<file path="src/rtl/mem_arb_pkg.sv">
// Shared types for the SRAM arbiter: FSM encoding, port IDs, strobe-counter width.
// Pure definitions; no latency or flow-control behaviour of its own.
package mem_arb_pkg;

   typedef enum logic [1:0] {
      ST_IDLE   = 2'd0,
      ST_SETUP  = 2'd1,
      ST_STROBE = 2'd2,
      ST_HOLD   = 2'd3
   } state_t;

   localparam logic PORT_CPU = 1'b0;
   localparam logic PORT_DMA = 1'b1;

   localparam int CNT_W = 4;
   typedef logic [CNT_W-1:0] cnt_t;

endpackage

</file>
<file path="src/rtl/rr_picker.sv">
// Two-way round-robin choice between CPU and DMA requests; combinational, zero latency.
// No backpressure: a requester simply keeps its level request high until it is picked.
module rr_picker
   import mem_arb_pkg::*;
(
   input  logic cpu_req,
   input  logic dma_req,
   input  logic last_grant,
   output logic grant_id,
   output logic grant_vld
);

   always_comb begin
      grant_vld = cpu_req | dma_req;
      grant_id  = PORT_CPU;
      if (cpu_req && dma_req) begin
         grant_id = (last_grant == PORT_DMA) ? PORT_CPU : PORT_DMA;
      end else if (dma_req) begin
         grant_id = PORT_DMA;
      end
   end

endmodule

</file>
<file path="src/rtl/mem_arbiter.sv">
// Shares one async SRAM between CPU and DMA ports: IDLE/SETUP/STROBE/HOLD, 3+STROBE_CYCLES cycles per access.
// Requesters hold a level request until their one-cycle ack in HOLD; the loser waits at most one access.
module mem_arbiter
   import mem_arb_pkg::*;
#(
   parameter int STROBE_CYCLES = 1
)
(
   input  logic        clock,
   input  logic        notReset,
   input  logic        cpuReq,
   input  logic        cpuWrite,
   input  logic [15:0] cpuAddr,
   input  logic [15:0] cpuWData,
   output logic [15:0] cpuRData,
   output logic        cpuAck,
   input  logic        dmaReq,
   input  logic        dmaWrite,
   input  logic [15:0] dmaAddr,
   input  logic [15:0] dmaWData,
   output logic [15:0] dmaRData,
   output logic        dmaAck,
   output logic [15:0] memAddr,
   output logic [15:0] memWData,
   output logic        memDataOE,
   input  logic [15:0] memRData,
   output logic        memNotCS,
   output logic        memNotOE,
   output logic        memNotWE,
   output logic        busy
);

   localparam cnt_t STROBE_LOAD = cnt_t'(STROBE_CYCLES - 1);

   state_t      state_q, state_d;
   cnt_t        cnt_q, cnt_d;
   logic        last_grant_q, last_grant_d;
   logic        grant_q, grant_d;
   logic        write_q, write_d;
   logic [15:0] addr_q, addr_d;
   logic [15:0] wdata_q, wdata_d;
   logic [15:0] cpu_rdata_q, cpu_rdata_d;
   logic [15:0] dma_rdata_q, dma_rdata_d;
   logic        cs_n_q, cs_n_d;
   logic        oe_n_q, oe_n_d;
   logic        we_n_q, we_n_d;
   logic        data_oe_q, data_oe_d;
   logic        cpu_ack_q, cpu_ack_d;
   logic        dma_ack_q, dma_ack_d;
   logic        busy_q, busy_d;

   logic        pick_id;
   logic        pick_vld;

   rr_picker u_rr_picker (
      .cpu_req    (cpuReq),
      .dma_req    (dmaReq),
      .last_grant (last_grant_q),
      .grant_id   (pick_id),
      .grant_vld  (pick_vld)
   );

   always_comb begin
      state_d      = state_q;
      cnt_d        = cnt_q;
      last_grant_d = last_grant_q;
      grant_d      = grant_q;
      write_d      = write_q;
      addr_d       = addr_q;
      wdata_d      = wdata_q;
      cpu_rdata_d  = cpu_rdata_q;
      dma_rdata_d  = dma_rdata_q;

      case (state_q)
         ST_IDLE: begin
            if (pick_vld) begin
               state_d      = ST_SETUP;
               grant_d      = pick_id;
               last_grant_d = pick_id;
               if (pick_id == PORT_CPU) begin
                  write_d = cpuWrite;
                  addr_d  = cpuAddr;
                  wdata_d = cpuWData;
               end else begin
                  write_d = dmaWrite;
                  addr_d  = dmaAddr;
                  wdata_d = dmaWData;
               end
            end
         end
         ST_SETUP: begin
            state_d = ST_STROBE;
            cnt_d   = STROBE_LOAD;
         end
         ST_STROBE: begin
            if (cnt_q == '0) begin
               state_d = ST_HOLD;
               // Data is sampled while OE is still low, at the edge closing the strobe.
               if (!write_q) begin
                  if (grant_q == PORT_CPU) cpu_rdata_d = memRData;
                  else                     dma_rdata_d = memRData;
               end
            end else begin
               cnt_d = cnt_q - cnt_t'(1);
            end
         end
         ST_HOLD: begin
            state_d = ST_IDLE;
         end
         default: begin
            state_d = ST_IDLE;
         end
      endcase

      // Strobes are decoded from the next state so every output comes straight off a flop.
      cs_n_d    = (state_d == ST_IDLE);
      oe_n_d    = !((state_d == ST_STROBE) && !write_d);
      we_n_d    = !((state_d == ST_STROBE) && write_d);
      data_oe_d = (state_d != ST_IDLE) && write_d;
      cpu_ack_d = (state_d == ST_HOLD) && (grant_d == PORT_CPU);
      dma_ack_d = (state_d == ST_HOLD) && (grant_d == PORT_DMA);
      busy_d    = (state_d != ST_IDLE);
   end

   always_ff @(posedge clock or negedge notReset) begin
      if (!notReset) begin
         state_q      <= ST_IDLE;
         cnt_q        <= '0;
         last_grant_q <= PORT_DMA;
         grant_q      <= PORT_CPU;
         write_q      <= 1'b0;
         addr_q       <= '0;
         wdata_q      <= '0;
         cpu_rdata_q  <= '0;
         dma_rdata_q  <= '0;
         cs_n_q       <= 1'b1;
         oe_n_q       <= 1'b1;
         we_n_q       <= 1'b1;
         data_oe_q    <= 1'b0;
         cpu_ack_q    <= 1'b0;
         dma_ack_q    <= 1'b0;
         busy_q       <= 1'b0;
      end else begin
         state_q      <= state_d;
         cnt_q        <= cnt_d;
         last_grant_q <= last_grant_d;
         grant_q      <= grant_d;
         write_q      <= write_d;
         addr_q       <= addr_d;
         wdata_q      <= wdata_d;
         cpu_rdata_q  <= cpu_rdata_d;
         dma_rdata_q  <= dma_rdata_d;
         cs_n_q       <= cs_n_d;
         oe_n_q       <= oe_n_d;
         we_n_q       <= we_n_d;
         data_oe_q    <= data_oe_d;
         cpu_ack_q    <= cpu_ack_d;
         dma_ack_q    <= dma_ack_d;
         busy_q       <= busy_d;
      end
   end

   assign memAddr   = addr_q;
   assign memWData  = wdata_q;
   assign memDataOE = data_oe_q;
   assign memNotCS  = cs_n_q;
   assign memNotOE  = oe_n_q;
   assign memNotWE  = we_n_q;
   assign cpuRData  = cpu_rdata_q;
   assign dmaRData  = dma_rdata_q;
   assign cpuAck    = cpu_ack_q;
   assign dmaAck    = dma_ack_q;
   assign busy      = busy_q;

endmodule
</file>
<file path="config.mk">
export PLATFORM = sky130hd
export DESIGN_NAME = mem_arbiter
export DESIGN_NICKNAME = d
export VERILOG_FILES = /design/src/rtl/mem_arb_pkg.sv /design/src/rtl/rr_picker.sv /design/src/rtl/mem_arbiter.sv
export SDC_FILE = /design/constraint.sdc
export NUM_CORES = 1
export LEC_CHECK = 0
export ABC_AREA = 1
export BUFFER_PORTS_ARGS = -buffer_cell sky130_fd_sc_hd__clkbuf_2
export CAP_MARGIN = 40
export CORE_MARGIN = 1
export CORE_UTILIZATION = 33
export DETAILED_ROUTE_END_ITERATION = 7
export MAX_ROUTING_LAYER = met4
export SETUP_SLACK_MARGIN = 0.3
export SYNTH_ARGS = -nofsm -noshare
export SYNTH_HDL_FRONTEND = slang
export SYNTH_SLANG_ARGS = --single-unit
</file>
<file path="constraint.sdc">
create_clock -name clock -period 2.1 [get_ports clock]
set_clock_uncertainty 0.2 [all_clocks]
set_input_delay 0.105 -clock clock [delete_from_list [all_inputs] [get_ports clock]]
set_output_delay 0.105 -clock clock [all_outputs]
set_load 0.01 [all_outputs]
</file>
## Yosys cells after proc, flatten, opt, wreduce, memory -nomap -nowiden

Cells that the tools add are included.

- Bits in registers: 80
- Input bits: 86
- Output and inout bits: 71
- Word-level logic and storage cells: 60

- $add $sub $neg: 1
- Equality and inequality tests: 6
- Muxes and demuxes: 15
- Bitwise logic cells: 4
- Reductions and logical operators: 18

Operator list:

| cell | number |
|---|---|
| 2-to-1 mux 16 bit | 2 |
| == test 2 bit, second input constant | 4 |
| 2-to-1 mux 1 bit | 8 |
| one-hot mux 2 bit (4 select lines) | 1 |
| one-hot mux 4 bit (2 select lines) | 1 |
| AND reduction 4 bit | 2 |
| logical AND 1 bit | 6 |
| logical NOT 2 bit | 2 |
| logical NOT 4 bit | 1 |
| 2-to-1 mux 2 bit | 2 |
| 2-to-1 mux 4 bit | 1 |
| AND reduction 2 bit | 2 |
| nonzero test 2 bit | 2 |
| subtractor 4 x 1 -> 4 bit, second input constant | 1 |
| logical NOT 1 bit | 3 |
| NOT 1 bit | 3 |
| == test 2 x 1 -> 1 bit, second input constant | 1 |
| != test 2 bit, second input constant | 1 |
| bitwise OR 1 bit | 1 |

## Depth between registers and ports, before layout

- Word-level depth: 8
- Mapped depth: 9
- Depth with buffers taken out: 9

## Modules after synthesis

From an unflattened synthesis, not the netlist that was laid out.

- Cell total of the unflattened synthesis: 380
- Area total of the unflattened synthesis: 3537.1 um^2

Modules (own cells, without submodules):

| module | instances | cells each | area each (um^2) | sequential area each (um^2) |
|---|---|---|---|---|
| mem_arbiter | 1 | 377 | 3522.1 | 2006.9 |
| rr_picker | 1 | 3 | 15.0 | 0.0 |

## Least setup slack after synthesis

OpenSTA, ideal clock, no wires.

- Path type: register to register
- Start point: register state_q[0]
- End point: register cpu_rdata_q[12], in the netlist cpuRData[12]
- Library setup time: 0.118 ns
- Arrival time: 1.240 ns
- Slack: 0.542 ns
- Cell stages (with the launch flop): 9
- Path buffers: 1
- Period minus slack after synthesis: 1.558 ns
- Cells stage by stage: dfrtp_1 inv_1 ha_1 nand3_2 inv_2 nand2_2 buf_6 nand2_1 o21ai_2

- Longest elaborated chain between the ends: 2

Ends and longest elaborated chain:

| item | RTL line | RTL |
|---|---|---|
| start: declaration | mem_arbiter.sv:35 | `state_t state_q, state_d;` |
| start signal: assignment | mem_arbiter.sv:144 | `state_q <= state_d;` |
| == test 2 bit | mem_arbiter.sv:74 | `case (state_q)` |
| AND reduction 4 bit (no line) | -- |  |
| end signal: assignment | mem_arbiter.sv:151 | `cpu_rdata_q <= cpu_rdata_d;` |
| end: declaration | mem_arbiter.sv:42 | `logic [15:0] cpu_rdata_q, cpu_rdata_d;` |

Every way passes these cells.
A chain may end at the register's enable or synchronous reset.

## Worst setup path after layout

- Start point: register state_q[1]
- End point: register wdata_q[9], in the netlist memWData[9]

- Longest elaborated chain between the ends: 2

Ends and longest elaborated chain:

| item | RTL line | RTL |
|---|---|---|
| logical NOT 2 bit | mem_arbiter.sv:74 |  |
| AND reduction 2 bit (no line) | -- |  |
| end signal: assignment | mem_arbiter.sv:150 | `wdata_q <= wdata_d;` |
| end: declaration | mem_arbiter.sv:41 | `logic [15:0] wdata_q, wdata_d;` |

Every way passes these cells.

==> impl_metrics.ini <==
[timing]
min_period_over_period_pct = 79.6
fin_crit_ns = 1.67
worstMarginPinSlew_ns = 0.554
max_clock_freq_mhz = 598
fin_setup_tns_ns = 0
rsz0062_at_grt = yes
finalMaxSlewViolations = 0
maxSlewHeadroom_pct = 63.1
hold_viol_final = 0
finalSetupViolCount = 0

[detailed_routing]
drc = 0
via_per_inst = 4.57
vias = 3471
drt_iter0_markers = 199
drt_wl_total_um = 9690
ant_nets = 0
firstDrtPassIters = 5
avgRoutedWirePerCell_um = 12.7

[final_layout]
nets = 711
n_antenna_cell = 0
drive_gt1_share_pct = 36.2
instances_no_fill = 760
area_delta_synth_final_pct = 57.1

[place]
dp_cells = 660
dp_hpwl_um = 6220
portBuffers = 156
gp_congestion = 0.815

[outcome]
status = completed

[power_and_ir_drop]
internal-power_mw = 4.29
p_leak_nw = 2.84
switching_share_pct = 39.9
power.ir.vdd_worst_mv = 0.628
seqPwrFrac_pct = 39.0
power_frac_comb_pct = 44.8
power_switching_mw = 2.84
p_per_area_nw_per_um2 = 1290
clock_power_share_pct = 16.2

[synth]
synth_area_leaders = dfrtp_1, nand2_1, o21ai_2
yosysWarnings = 0
netlist_area_um2 = 3510
postSynthAreaPerCell_um2 = 9.27
synth_most_common_cell = nand2_1
synth-edff-count = 0
ys_ff_latch = 80
syn_nets = 470
syn_inst = 378
synth_largest_area_cell = dfrtp_1
synth-seq-area-share_pct = 57.2
ys_async_sr_fraction_pct = 100
synthFlopType = dfrtp_1
synth_common_cells = nand2_1, dfrtp_1, o21ai_1
netlist.area_leader.share_pct = 54.2
synth_cell_types = 21

[die]
ioPinCount = 157
fp.coreArea_um2 = 10300
rows = 37
die_h_um = 105
start_util_pct = 34.0
die_width_um = 105
dieArea_um2 = 11000

[setup_path]
crit_chain = inv_1, ha_1, inv_1, nor2_4, inv_6, buf_4, nand2_1, o21ai_1
endpoint_kind = register
cp_num_buf_inv = 4
critPathMaxStageDelay_ns = 0.41
path_depth = 8
crit_top_cell = inv_1
startpoint_type = register
worstPathMaxFanout = 23
slowest_stage = dfrtp_1
crit_family = buffers and inverters
rr_worst_depth = 8
required_ns = 2.14
critPathKind = reg -> reg
worst-endpoint-arrival_ns = 1.71

[clock_network]
cts_buffer_depth = 2
clock_latency_ns = 0.34
clock-sinks = 80
cts_root_buf = clkbuf_8
h-tree-depth = 3
cts_inserted_buffers = 9
cts_tree = built
cts.reportedPaths.clkPinSlew_ns = 0.08

[global_routing]
grt_antenna_before_repair = 0
grt_remaining_overflow = 0
grtUsageTotal_pct = 18.8
grt_pass1_vias = 3403
grt_max_degree = 43
grt_pass1_wl_um = 16000

[hold_path]
min_path_cells = 5
hold_class = in -> reg

[job]
cap_violations = 0
layer usage:
metal	up-vias	global-route usage [%]	wire length, um
li1	1694	-	-
met1	1605	23.2	4300
met2	156	30.1	4590
met3	16	3.74	580
met4	0	8.05	218
met5	-	-	0
registers in the layout, summed over array words and instances (netlist names):
register and flops:
state_q 2, memDataOE 1, last_grant_q 1, cpuRData 16, memAddr 16, cnt_q 4, write_q 1, grant_q 1
memNotOE 1, cpuAck 1, memNotWE 1, dmaAck 1, busy 1, memWData 16, dmaRData 16, memNotCS 1
stage by stage:
stage               power (mW)  hold slack [ns]  setup WS (ns)  utilization [%]  cell area (um^2)
global route              7.74           0.0340          0.278             53.4              5510
finish                    7.13          0.00500          0.429             53.4              5510
detailed placement        5.79          -0.0607          0.293             42.8              4420
CTS                       7.09           0.0117          0.311             52.7              5440
floorplan                 4.60           -0.391          0.542                -              3510
global placement          5.71          -0.0610          0.320             42.8              4420
worst register-to-register path: cells and delay by family (launching register included):
kind	cells	cell delay, ns
AO/OA/AOI/OAI	1	0.06
adder cells (fa/ha/maj)	1	0.17
AND/OR/NAND/NOR	2	0.24
buffers and inverters	4	0.49
flip-flops	1	0.41
placed cells by master (no fill, tap or decap), types with 4 or more instances in the layout:
cell type      Yosys  layout
nor2_1            37      37
clkbuf_8           0      10
inv_1             30      29
dfrtp_1           76      76
clkbuf_2           3     155
nand2_1           84      83
dlygate4sd3_1      0      82
dfstp_2            4       4
ha_1               6       5
o21ai_0           35      34
o21ai_2           26      26
nand3_1            8       8
buf_4              0       6
o21ai_1           41      42
logic make-up (layout without fill, tap and decap cells):
group / count (synthesis) / in the layout / synth area share [%]
AO/OA/AOI/OAI: 103 / 103 / 17.5
adder cells (fa/ha/maj): 6 / 6 / 2.14
buffers and inverters: 51 / 297 / 7.17
flip-flops: 80 / 80 / 57.2
AND/OR/NAND/NOR: 138 / 138 / 16.0
power by group through the flow:
stage / sequential (mW) / clock [mW] / combinational, mW
5_1_grt: 2.88 / 1.27 / 3.59
3_3_place_gp: 2.79 / 0 / 2.93
2_1_floorplan: 3.04 / 0 / 1.56
4_1_cts: 2.77 / 1.19 / 3.12
6_report: 2.78 / 1.15 / 3.19
3_5_place_dp: 2.78 / 0 / 3.00
layout make-up:
cell class              instances  area (um^2)
flip-flops and latches         80         2010
inverters                      33          131
multi-input cells             247         1270
fillers                       922         4820
clock buffers                  10          138
repair buffers                248         1730
clock inverters                 6         66.3
well taps                     136          170
final timing paths:
path / slack, ns / startpoint / to
setup / recovery: 0.43 / state_q[1] / memWData[9]
hold / removal: 0.005 / dmaWrite / write_q
setup reg to reg: 0.43 / state_q[1] / memWData[9]
hold reg to reg: 0.28 / cpuRData[15] / cpuRData[15]
max in group asynchronous: 1.00 / notReset / dmaRData[5]
min in group asynchronous: 0.10 / notReset / busy
timing repair:
item                                   4_1_cts  5_1_grt
hold buffers                                82        0
buffers inserted                             0        2
gates resized for setup                      2       11
endpoints found under the hold margin      146        0
setup endpoints to repair                    2       64
pin swaps                                    0        1
No activity file was read; power rests on OpenSTA's default activity.
